## config.mk

```make
export PLATFORM = sky130hd
export DESIGN_NAME = dtu_word_serializer
export DESIGN_NICKNAME = d
export VERILOG_FILES = /design/src/rtl/dtu_word_serializer.sv
export SDC_FILE = /design/constraint.sdc
export NUM_CORES = 1
export LEC_CHECK = 0
export BUFFER_PORTS_ARGS = -buffer_cell sky130_fd_sc_hd__buf_2
export CORE_AREA = 2 2 163 165
export DETAILED_ROUTE_END_ITERATION = 8
export DIE_AREA = 0 0 165 167
export PLACE_DENSITY = 0.45
export RECOVER_POWER = 100
export SLEW_MARGIN = 20
export SYNTH_ARGS = -nofsm -noshare
export SYNTH_HDL_FRONTEND = slang
export SYNTH_SLANG_ARGS = --single-unit
export TNS_END_PERCENT = 20
```

## constraint.sdc

```tcl
create_clock -name clk_srl -period 2.8 [get_ports clk_srl]
set_input_delay 0.42 -clock clk_srl [delete_from_list [all_inputs] [get_ports clk_srl]]
set_output_delay 0.42 -clock clk_srl [all_outputs]
set_load 0.05 [all_outputs]
```

## src/rtl/dtu_word_serializer.sv

```systemverilog
// Transmit side of the LiTe-DTU 4-lane link: shifts 32-bit frame words out MSB-first, one bit per clock,
// preceded by a SYNC sequence after reset/resync and padded with IDLE (or TEST) words when no data is offered.
module dtu_word_serializer #(
    parameter logic [31:0] SYNC_WORD  = 32'h355AA55A,
    parameter logic [31:0] IDLE_WORD  = 32'hEAAAAAAA,
    parameter logic [31:0] TEST_WORD  = 32'h5A5A5A5A,
    parameter int unsigned SYNC_WORDS = 4
) (
    input  logic        clk_srl,
    input  logic        rst,
    input  logic        test_enable,
    input  logic        resync,
    input  logic [31:0] word_in_0,
    input  logic [31:0] word_in_1,
    input  logic [31:0] word_in_2,
    input  logic [31:0] word_in_3,
    input  logic        word_valid,
    output logic        word_ready,
    output logic        output_ser_0,
    output logic        output_ser_1,
    output logic        output_ser_2,
    output logic        output_ser_3,
    output logic        sync_busy,
    output logic [15:0] data_word_cnt,
    output logic [15:0] idle_word_cnt
);

    localparam logic [3:0] SYNC_N  = 4'(SYNC_WORDS);
    localparam logic [0:0] ST_SYNC = 1'b0;
    localparam logic [0:0] ST_DATA = 1'b1;

    logic [31:0] r_shift_0;
    logic [31:0] r_shift_1;
    logic [31:0] r_shift_2;
    logic [31:0] r_shift_3;
    logic [4:0]  r_bit_cnt;
    logic [3:0]  r_sync_cnt;
    logic [0:0]  r_state;
    logic        r_resync_pend;
    logic [15:0] r_data_cnt;
    logic [15:0] r_idle_cnt;

    logic        w_boundary;
    logic        w_data_slot;
    logic        w_resync_req;
    logic [31:0] w_sync_fill;
    logic [31:0] w_idle_fill;

    assign w_boundary   = (r_bit_cnt == 5'd31);
    // The last SYNC word's closing boundary already behaves as a DATA boundary.
    assign w_data_slot  = (r_state == ST_DATA) | (r_sync_cnt == SYNC_N);
    assign w_resync_req = r_resync_pend | resync;
    assign w_sync_fill  = test_enable ? TEST_WORD : SYNC_WORD;
    assign w_idle_fill  = test_enable ? TEST_WORD : IDLE_WORD;

    assign word_ready = w_boundary & ~rst & ~w_resync_req & w_data_slot;

    always_ff @(posedge clk_srl) begin
        if (rst) begin
            r_shift_0     <= '0;
            r_shift_1     <= '0;
            r_shift_2     <= '0;
            r_shift_3     <= '0;
            r_bit_cnt     <= 5'd31;
            r_sync_cnt    <= '0;
            r_state       <= ST_SYNC;
            r_resync_pend <= 1'b0;
            r_data_cnt    <= '0;
            r_idle_cnt    <= '0;
        end else if (!w_boundary) begin
            r_shift_0 <= {r_shift_0[30:0], 1'b0};
            r_shift_1 <= {r_shift_1[30:0], 1'b0};
            r_shift_2 <= {r_shift_2[30:0], 1'b0};
            r_shift_3 <= {r_shift_3[30:0], 1'b0};
            r_bit_cnt <= r_bit_cnt + 5'd1;
            if (resync && (r_state == ST_DATA)) begin
                r_resync_pend <= 1'b1;
            end
        end else begin
            r_bit_cnt <= 5'd0;
            if (!w_data_slot) begin
                r_shift_0  <= w_sync_fill;
                r_shift_1  <= w_sync_fill;
                r_shift_2  <= w_sync_fill;
                r_shift_3  <= w_sync_fill;
                r_sync_cnt <= r_sync_cnt + 4'd1;
            end else if (w_resync_req) begin
                r_state       <= ST_SYNC;
                r_sync_cnt    <= 4'd1;
                r_resync_pend <= 1'b0;
                r_shift_0     <= w_sync_fill;
                r_shift_1     <= w_sync_fill;
                r_shift_2     <= w_sync_fill;
                r_shift_3     <= w_sync_fill;
            end else begin
                r_state <= ST_DATA;
                if (word_valid) begin
                    r_shift_0  <= word_in_0;
                    r_shift_1  <= word_in_1;
                    r_shift_2  <= word_in_2;
                    r_shift_3  <= word_in_3;
                    r_data_cnt <= r_data_cnt + 16'd1;
                end else begin
                    r_shift_0 <= w_idle_fill;
                    r_shift_1 <= w_idle_fill;
                    r_shift_2 <= w_idle_fill;
                    r_shift_3 <= w_idle_fill;
                    if (r_idle_cnt != 16'hFFFF) begin
                        r_idle_cnt <= r_idle_cnt + 16'd1;
                    end
                end
            end
        end
    end

    assign output_ser_0  = r_shift_0[31];
    assign output_ser_1  = r_shift_1[31];
    assign output_ser_2  = r_shift_2[31];
    assign output_ser_3  = r_shift_3[31];
    assign sync_busy     = (r_state == ST_SYNC);
    assign data_word_cnt = r_data_cnt;
    assign idle_word_cnt = r_idle_cnt;

endmodule

```

==> results of run 1 <==
## through the flow
stage	area, um^2	instances	hold slack (ns)
after floorplan	6621	786	0.4014
after detailed placement	7873	1258	0.4114
after global placement	7873	1258	0.4053
final	8366	1291	0.2330
after CTS	8472	1290	0.2059
after global routing	8366	1291	0.2190
## cells by family after synthesis
logic type | count (synthesis) | synth area share
mux | 4 | 0.006425
fa+ha+maj | 6 | 0.01134
simple gates | 370 | 0.2481
flops | 171 | 0.5170
buf+inv | 62 | 0.03761
compound gates | 150 | 0.1491
xor+xnor | 23 | 0.03042
## power by group
part / leakage (nW) / internal [W] / switching (W)
Sequential: 1.40 / 0.00302 / 0.000186
Clock: 0.296 / 0.00128 / 0.00112
Combinational: 1.52 / 0.000604 / 0.000950
Total: 3.21 / 0.00491 / 0.00226
## worst max-delay path: cells and delay by family (launching register included)
family	cells	cell delay, ns
DFF	1	0.36
and+or+nand+nor	3	0.51
adders and majority gates	2	0.42
buffers and inverters	3	0.46
## flip-flops by register name, indices dropped and copies added, names as in the netlist
register / flops
r_shift_2: 32
r_sync_cnt: 4
r_state: 1
r_shift_3: 32
data_word_cnt: 16
r_shift_1: 32
r_bit_cnt: 5
idle_word_cnt: 16
r_shift_0: 32
r_resync_pend: 1
## area by class of cell
type / instances / area (um^2)
inverters: 8 / 30.03
clock inverters: 15 / 173.9
well taps: 335 / 419.2
multi-input cells: 553 / 2944
flip-flops and latches: 171 / 3423
fillers: 2791 / 17400
repair buffers: 191 / 947.2
diodes: 1 / 2.502
clock buffers: 17 / 425.4
## synthesized netlist by cell type (all sizes together) (2+ instances only)
cell type	count
nor2	172
dfxtp	171
nand2	103
o21ai	52
clkbuf	41
a211oi	36
nor3	33
a21oi	28
xnor2	17
a22oi	14
nand3	14
buf	13
a311oi	9
inv	7
nand4	7
nor4	7
ha	6
xor2	6
nor2b	5
nor3b	5
or3	5
and3	4
or2	4
a21o	3
and4	3
nor4b	3
mux2	2
mux2i	2
o2111ai	2
## how the worst max path moves through the flow
stage | startpoint | endpoint | slack, ns | depth (start not counted)
3_5_place_dp | r_bit_cnt[0] | data_word_cnt[13] | 0.51 | 8
6_report | r_bit_cnt[0] | word_ready | 0.21 | 8
2_1_floorplan | idle_word_cnt[0] | idle_word_cnt[15] | 0.51 | 6
3_3_place_gp | r_sync_cnt[0] | idle_word_cnt[15] | 0.54 | 7
5_1_grt | r_bit_cnt[0] | word_ready | 0.02 | 8
4_1_cts | r_bit_cnt[0] | word_ready | 0.12 | 8
## layer usage
layer	vias up	share of wire	global-route usage
li1	2986	-	-
met1	2711	0.48	0.2107
met4	0	0.018	0.05217
met2	142	0.46	0.2277
met5	-	0	0
met3	21	0.049	0.03537
## what timing repair did
action,CTS,global route
endpoints found under the hold margin,0,0
setup endpoints to repair,0,1
setup buffers,0,0
gates resized for setup,0,2
==> metrics.md, run 1 <==
| Metric | Value |
|---|---|
| Worst EP required | ~2.4 ns |
| # H-tree levels | 4 |
| Avg Cell Area, Syn | 8.424 um^2 |
| Final hold violations | 0 |
| Reg-to-reg endpoint | r_shift_2[24] |
| Clock buffer count from CTS | 17 |
| Place WS | 0.5147 ns |
| Share of cells above drive strength 1 | 0.2042 |
| Share of the synthesized area in the top cell type | 0.5170 |
| Mapped cell area | 6621 um^2 |
| Yosys warnings | 0 |
| Core area | 25760 um^2 |
| Chip Height | between 150 and 200 um |
| Initial Util | 0.2570 |
| Clock-pin slew of the registers on the worst-case setup and hold paths | 0.08 ns |
| Post-synthesis sequential area ratio | 0.5170 |
| First-pass GRT wire length | 31720 um |
| Total wire length | 20760 um |
| Worst min-delay path endpoint | r_shift_3[2] |
| Launching point of the worst reg2reg path | r_bit_cnt[0] |
| RSZ-0062 raised after global routing | false |
| Die ar. | 27560 um^2 |
| Avg WL per Cell | 16.08 um |
| P per Cell Area | 857.1 nW/um^2 |
| GR Overflow Total | 0 |
| Netlist cell types | 50 |
| CTS tree | yes |
| Pin count of the biggest net entering global routing | 62 |
| Routed vias/inst | 4.539 |
| Die extent in x | about 170 um |
| Drt pass-1 iters | 5 |
| Nets@finish | 1081 |
| Setup TNS | 0 ns |
| Initial drt markers | 371 |
| Critical Path, Cell by Cell | ha_1, and3_1, ha_4, clkinv_1, nor2_1, nand2_2, inv_1, clkbuf_4 |
| Residual DRC | 0 |
| Maximum clock insertion buffer count | 2 |
| Worst path arrival time | 2.17 ns |
| Number of global-route vias before repair | 5712 |
| CP startpoint kind | flip-flop |
| EDFF count, synth | 0 |
| Fmax achieved | 0.3855 GHz |
| Final ANT Viol Nets | 0 |
| GP Congestion | 0.7622 |
| Setup Skew | approximately 0.011 ns |
| Hold Path Depth | 3 |
| VDD IR max | 325.9 uV |
| Pins Over Slew Limit | 0 |
| FFs w/ async S/R, synth | 0 |
| Status | completed |
| Main area contributors after synthesis | dfxtp_1 (52%), nor2_1 (9.8%), nand2_1 (5.8%), a211oi_1 (4.1%), o21ai_0 (3.9%) |
| CTS root buffer | clkbuf_16 |
| Hold/Removal Path Class | primary input to flip-flop |
| Fin util | 0.3247 |
| Via count | between 5000 and 6000 |
| Slowest-stage cell, CP | dfxtp_1 |
| CP Max Fanout | 12 |
| Worst-Margin Slew | ~1.1 ns |
| Total power | 0.007170 W |
| Skew-Pair Late Insertion Delay | about 0.43 ns |
| Final setup viols | 0 |
| Area Growth Syn to Fin | 26.34% |
| Buffers on Ports | 170 |
| WS Path Type | flip-flop to primary output |
| Slew headroom | 0.2501 |
| Final setup margin | 0.2059 ns |
| Max stage delay on crit path | 0.36 ns |
| Fin crit share | 0.9265 |
| Syn Inst Count | 786 |
| Aggregate global-route resource usage | 0.1511 |
| Flops & latches, synth | between 150 and 200 |
| Hold Startpoint | word_in_3[2] |
| Max cap viols | 0 |
| Leakage | 3.207 nW |
| Clk sinks | 171 |
| Most frequent cells in the layout | nor2_1 (171), dfxtp_1 (171), buf_2 (132), nand2_1 (102), o21ai_0 (51) |
| Initial antenna violation count | 1 |
| Synth area leader | dfxtp_1 |
| Synth Net Count | 925 |
| Synth Flop Type | dfxtp_1 |
| Hold buffers post-CTS | 0 |
| Hpwl dp | 14310 um |
| Critical path endpoint category | primary output |
| Crit path time final | 2.594 ns |
| # IOs | 171 |
| Reg2reg setup slack | 0.28 ns |
| Core Rows | between 50 and 60 |
| Worst Reg2Reg Path Length in Cells | 8 |
No activity file was read; power rests on OpenSTA's default activity.
==> run 2: changes to the inputs <==
--- a/config.mk
+++ b/config.mk
@@ -11,6 +11,7 @@
 export DIE_AREA = 0 0 165 167
 export PLACE_DENSITY = 0.45
 export RECOVER_POWER = 100
+export REMOVE_ABC_BUFFERS = 1
 export SLEW_MARGIN = 20
 export SYNTH_ARGS = -nofsm -noshare
 export SYNTH_HDL_FRONTEND = slang
==> run 2 against run 1 <==
Compared with the run above:
- worst hold slack worse by 0.0022 ns
- die area unchanged
- final cell count down 0.23%
- combinational power about the same
- largest cell class unchanged
- largest power group unchanged
==> metrics.md, run 2 (same netlist as run 1, synthesis figures left out) <==
| Metric | Value |
|---|---|
| Worst-Margin Slew | 0.9888 ns (was 1.125 ns) |
| Maximum clock insertion buffer count | 2 (unchanged) |
| Fmax achieved | 0.3855 GHz (about the same) |
| Hpwl dp | 13780 um (was 14310 um) |
| Leakage | 3.208 nW (was 3.207 nW) |
| Initial drt markers | 300 (was 371) |
| # H-tree levels | 4 (unchanged) |
| Final ANT Viol Nets | 0 (unchanged) |
| Logic pwr share | 0.215 (was 0.217) |
| Clock buffer count from CTS | 17 (unchanged) |
| Initial antenna violation count | 2 (was 1) |
| P per Cell Area | 879.7 nW/um^2 (was 857.1 nW/um^2) |
| Fin crit share | 0.9265 (about the same) |
| Clk sinks | 171 (unchanged) |
| GP Congestion | 0.7285 (was 0.7622) |
| Sequential cell fraction of total power | 0.437 (was 0.448) |
| Max cap viols | 0 (unchanged) |
| Final setup margin | 0.2057 ns (was 0.2059 ns) |
| Pins Over Slew Limit | 0 (unchanged) |
| Crit path time final | 2.594 ns (about the same) |
| Final hold violations | 0 (unchanged) |
| CP Max Fanout | 14 (was 12) |
| Sw Ratio | 0.3007 (was 0.3153) |
| Avg WL per Cell | 16.07 um (was 16.08 um) |
| Via count | 5858 (was 5860) |
| Critical path endpoint category | primary output (unchanged) |
| Status | completed (unchanged) |
| Min Hold Slack | 0.2308 ns (was 0.2330 ns) |
| Drt pass-1 iters | 4 (was 5) |
| Initial Util | 0.2570 (unchanged) |
| Reg2reg setup slack | 0.27 ns (was 0.28 ns) |
| CTS root buffer | clkbuf_16 (unchanged) |
| Place WS | 0.5488 ns (was 0.5147 ns) |
| Die ar. | 27560 um^2 (unchanged) |
| Skew-Pair Late Insertion Delay | 0.43 ns (about the same) |
| RSZ-0062 raised after global routing | false (unchanged) |
| Total power | 0.007344 W (was 0.007170 W) |
| Share of cells above drive strength 1 | 0.2017 (was 0.2042) |
| Pin count of the biggest net entering global routing | 82 (was 62) |
| Psw | 0.002208 W (was 0.002260 W) |
| Nets@finish | 1079 (was 1081) |
| Critical Path Start | r_bit_cnt[0] (unchanged) |
| Clk pwr share | 0.348 (was 0.335) |
| DP Cell Count | 1256 (was 1258) |
| Worst path arrival time | 2.17 ns (about the same) |
| Setup Skew | 0.01439 ns (was 0.01087 ns) |
| Die extent in x | 165 um (unchanged) |
| Aggregate global-route resource usage | 0.1502 (was 0.1511) |
| Layout Cells excl Fill | 1288 (was 1291) |
| Routed vias/inst | 4.548 (was 4.539) |
| VDD IR max | 546.9 uV (was 325.9 uV) |
| Residual DRC | 0 (unchanged) |
| Post-CTS setup buffers | 0 (unchanged) |
| Slew headroom | 0.3408 (was 0.2501) |
| # IOs | 171 (unchanged) |
| Most frequent cells in the layout | nor2_1 (171), dfxtp_1 (171), buf_2 (132), nand2_1 (103), o21ai_0 (50) (was nor2_1 (171), dfxtp_1 (171), buf_2 (132), nand2_1 (102), o21ai_0 (51)) |
| GR Overflow Total | 0 (unchanged) |
| Core area | 25760 um^2 (unchanged) |
| Area Growth Syn to Fin | 26.08% (was 26.34%) |
| Hold/Removal Path Class | primary input to flip-flop (unchanged) |
| CTS tree | yes (unchanged) |
| Number of global-route vias before repair | 5621 (was 5712) |
| Buffers on Ports | 170 (unchanged) |
| Total wire length | 20700 um (was 20760 um) |
| First-pass GRT wire length | 31690 um (was 31720 um) |
| WS Path Type | flip-flop to primary output (unchanged) |
| Worst EP required | 2.38 ns (about the same) |
| Hold buffers post-CTS | 0 (unchanged) |
| Launching point of the worst reg2reg path | r_bit_cnt[0] (unchanged) |
| Hold Startpoint | word_in_3[18] (was word_in_3[2]) |
| Chip Height | 167 um (unchanged) |
| CTS-repair resized insts | 0 (unchanged) |
| Clock-pin slew of the registers on the worst-case setup and hold paths | 0.07 ns (was 0.08 ns) |
| Core Rows | 59 (unchanged) |
| CP startpoint kind | flip-flop (unchanged) |
| Internal power | 0.005136 W (was 0.004909 W) |
| Final setup viols | 0 (unchanged) |
run 2: final cells by class:
class / count / area (um^2)
clock buffers: 18 / 429.2
diodes: 1 / 2.502
fillers: 2816 / 17420
repair buffers: 189 / 939.7
inverters: 8 / 30.03
clock inverters: 13 / 190.2
well taps: 335 / 419.2
flip-flops and latches: 171 / 3423
multi-input cells: 553 / 2914
run 2: through the flow:
step | TNS (ns) | instance area [um^2] | utilization
6_report | 0 | 8348 | 0.3240
5_1_grt | 0 | 8346 | 0.3239
4_1_cts | 0 | 8489 | 0.3295
3_5_place_dp | 0 | 7870 | 0.3055
3_3_place_gp | 0 | 7870 | 0.3055
2_1_floorplan | -172.24 | 6402 | -
run 2: worst paths after layout:
check | depth (start not counted) | end
setup / recovery | 8 | word_ready
hold / removal | 3 | r_shift_3[18]
setup reg to reg | 8 | r_shift_0[26]
hold reg to reg | 2 | r_shift_0[7]
run 2: power groups by stage:
| stage | clock network [W] | registers [W] | logic [W] |
|---|---|---|---|
| final | 0.00255 | 0.00321 | 0.00158 |
| after global routing | 0.00273 | 0.00327 | 0.00183 |
| after CTS | 0.00264 | 0.00321 | 0.00166 |
| after detailed placement | 0 | 0.00326 | 0.00165 |
| after global placement | 0 | 0.00326 | 0.00165 |
| after floorplan | 0 | 0.00324 | 0.00104 |
run 2: critical path, stage by stage (launching register included):
cell and delay [ns]:
dfxtp_1 0.35, ha_1 0.18, and3_1 0.21, ha_4 0.25, clkinv_1 0.10, nor2_1 0.14
nand2_1 0.13, inv_1 0.12, clkbuf_2 0.28
run 2: layer usage:
metal | up-vias | GRT usage | share of wire
li1 | 2983 | - | -
met1 | 2692 | 0.2038 | 0.48
met2 | 159 | 0.2344 | 0.45
met3 | 20 | 0.03960 | 0.058
met4 | 4 | 0.04197 | 0.015
met5 | - | 0 | 0.00097
==> run 3: changes to the inputs <==
--- a/config.mk
+++ b/config.mk
@@ -9,6 +9,7 @@
 export CORE_AREA = 2 2 163 165
 export DETAILED_ROUTE_END_ITERATION = 8
 export DIE_AREA = 0 0 165 167
+export GPL_TIMING_DRIVEN = 0
 export PLACE_DENSITY = 0.45
 export RECOVER_POWER = 100
 export REMOVE_ABC_BUFFERS = 1
==> run 3 against run 2 <==
Compared with the run above:
- wire length is essentially flat
- setup slack lost 0.065 ns
- maximum frequency shrank 2.5%
- sequential share of layout area shrank 1.3 points
- register-to-register slack lost 0.05 ns
- global-route usage grew 0.26 points
- power grew 0.40%
==> metrics.md, run 3 (same netlist as run 1, synthesis figures left out) <==
| Metric | Value |
|---|---|
| Final setup viols | 0 (unchanged) |
| Drt pass-1 iters | 4 (unchanged) |
| Combined area of the multi-input logic cells | 3028 um^2 (was 2914 um^2) |
| Skew-Pair Late Insertion Delay | 0.44 ns (was 0.43 ns) |
| Total wire length | 20720 um (was 20700 um) |
| Die ar. | 27560 um^2 (unchanged) |
| Core Rows | 59 (unchanged) |
| Cell Area, Placed | 7903 um^2 (was 7870 um^2) |
| Crit path time final | 2.660 ns (was 2.594 ns) |
| Aggregate global-route resource usage | 0.1528 (was 0.1502) |
| Hold/Removal Path Class | primary input to flip-flop (unchanged) |
| Nets@finish | 1078 (was 1079) |
| Clock buffer count from CTS | 17 (unchanged) |
| Commonest non-fill, non-tap cell in the layout | dfxtp_1 |
| Final ANT Viol Nets | 0 (unchanged) |
| Routed vias/inst | 4.541 (was 4.548) |
| Fmax achieved | 0.3760 GHz (was 0.3855 GHz) |
| Most frequent cells in the layout | dfxtp_1 (171), nor2_1 (169), buf_2 (168), nand2_1 (102), o21ai_0 (49) (was nor2_1 (171), dfxtp_1 (171), buf_2 (132), nand2_1 (103), o21ai_0 (50)) |
| # H-tree levels | 4 (unchanged) |
| WS Path Type | flip-flop to primary output (unchanged) |
| Min Hold Slack | 0.2302 ns (was 0.2308 ns) |
| Residual DRC | 0 (unchanged) |
| P per Cell Area | 855.4 nW/um^2 (was 879.7 nW/um^2) |
| Share of cells above drive strength 1 | 0.2584 (was 0.2017) |
| Maximum clock insertion buffer count | 2 (unchanged) |
| Initial drt markers | 299 (was 300) |
| VDD IR max | 376.3 uV (was 546.9 uV) |
| Leakage | 3.431 nW (was 3.208 nW) |
| GP Congestion | 0.7169 (was 0.7285) |
| Clk sinks | 171 (unchanged) |
| Clock-pin slew of the registers on the worst-case setup and hold paths | 0.07 ns (about the same) |
| Worst EP required | 2.38 ns (about the same) |
| CP Max Fanout | 19 (was 14) |
| Number of global-route vias before repair | 5874 (was 5621) |
| Slew headroom | 0.4382 (was 0.3408) |
| # fillers | 2737 (was 2816) |
| Initial antenna violation count | 2 (unchanged) |
| Worst path arrival time | 2.24 ns (was 2.17 ns) |
| Pins Over Slew Limit | 0 (unchanged) |
| Final hold violations | 0 (unchanged) |
| Status | completed (unchanged) |
| Pin count of the biggest net entering global routing | 74 (was 82) |
| Max cap viols | 0 (unchanged) |
| Initial Util | 0.2570 (unchanged) |
| Setup Skew | 0.01845 ns (was 0.01439 ns) |
| CTS tree | yes (unchanged) |
| Worst-Margin Slew | 0.8417 ns (was 0.9888 ns) |
| GR Overflow Total | 0 (unchanged) |
| Diode count | 0 (was 1) |
| Chip Height | 167 um (unchanged) |
| Buffers on Ports | 170 (unchanged) |
| # IOs | 171 (unchanged) |
| Register area | 3423 um^2 (unchanged) |
| CP startpoint kind | flip-flop (unchanged) |
| Critical path endpoint category | primary output (unchanged) |
| Fin crit share | 0.9499 (was 0.9265) |
| Finished Cell Area | 8621 um^2 (was 8348 um^2) |
| Via count | 5844 (was 5858) |
| First-pass GRT wire length | 32480 um (was 31690 um) |
| Core area | 25760 um^2 (unchanged) |
| Die extent in x | 165 um (unchanged) |
| Hpwl dp | 13590 um (was 13780 um) |
| CTS root buffer | clkbuf_16 (unchanged) |
| Avg WL per Cell | 16.10 um (was 16.07 um) |
| Area Growth Syn to Fin | 30.20% (was 26.08%) |
| RSZ-0062 raised after global routing | true (was false) |
| Total power | 0.007374 W (was 0.007344 W) |
run 3: cell count changes in the layout (fill, tap and decap cells not counted), moves of 3 or more:
cell,before,now
buf_16,0,5
buf_2,132,168
buf_4,11,8
buf_6,0,5
bufinv_16,4,1
clkbuf_1,40,1
clkbuf_2,6,0
inv_8,0,4
o21ai_2,0,3
run 3: final timing paths:
check	cells after the start	startpoint	to	slack (ns)
hold / removal	3	word_in_3[2]	r_shift_3[2]	0.23
setup / recovery	8	r_bit_cnt[0]	word_ready	0.14
setup reg to reg	8	r_bit_cnt[0]	idle_word_cnt[15]	0.22
hold reg to reg	2	r_shift_1[22]	r_shift_1[23]	0.42
run 3: timing repair:
item,4_1_cts,5_1_grt
resized for setup,5,4
cloned,1,0
pin swaps,0,1
setup buffers,6,2
hold buffers,0,0
setup endpoints to repair,98,11
run 3: metal layers:
layer  global-route usage  part of all wire
met4              0.03251            0.0074
met3              0.03935             0.055
met5                    0            0.0013
met2               0.2447              0.46
met1               0.2064              0.48
run 3: power by group:
group	total (W)	switching, W	internal [W]
clock network	0.00244	0.00115	0.00128
registers	0.00321	0.000183	0.00302
logic	0.00173	0.00103	0.000697
run 3: through the flow:
step | worst slack (ns) | TNS [ns] | util | instances
2_1_floorplan | -1.660 | -172.24 | - | 732
3_3_place_gp | -4.967 | -614.28 | 0.2978 | 1237
3_5_place_dp | -0.9384 | -50.86 | 0.3067 | 1246
4_1_cts | 0.02695 | 0 | 0.3334 | 1285
5_1_grt | -0.04082 | -0.04082 | 0.3346 | 1287
6_report | 0.1403 | 0 | 0.3346 | 1287
run 3: worst max-delay path, cell delays in order (launching register included):
cell      delay, ns
dfxtp_1        0.35
ha_1           0.18
and3_1         0.20
ha_4           0.21
clkinv_4       0.19
nor2_2         0.20
nand2_1        0.16
inv_1          0.12
buf_4          0.20
run 3: area by class of cell:
cell class	count	area share
sequential	171	0.3971
multi-input combinational	553	0.3512
timing repair buffer	187	0.1287
clock buffer	18	0.04978
tap	335	0.04862
clock inverter	14	0.01945
inverter	8	0.004499
timing repair inverter	1	0.0005806
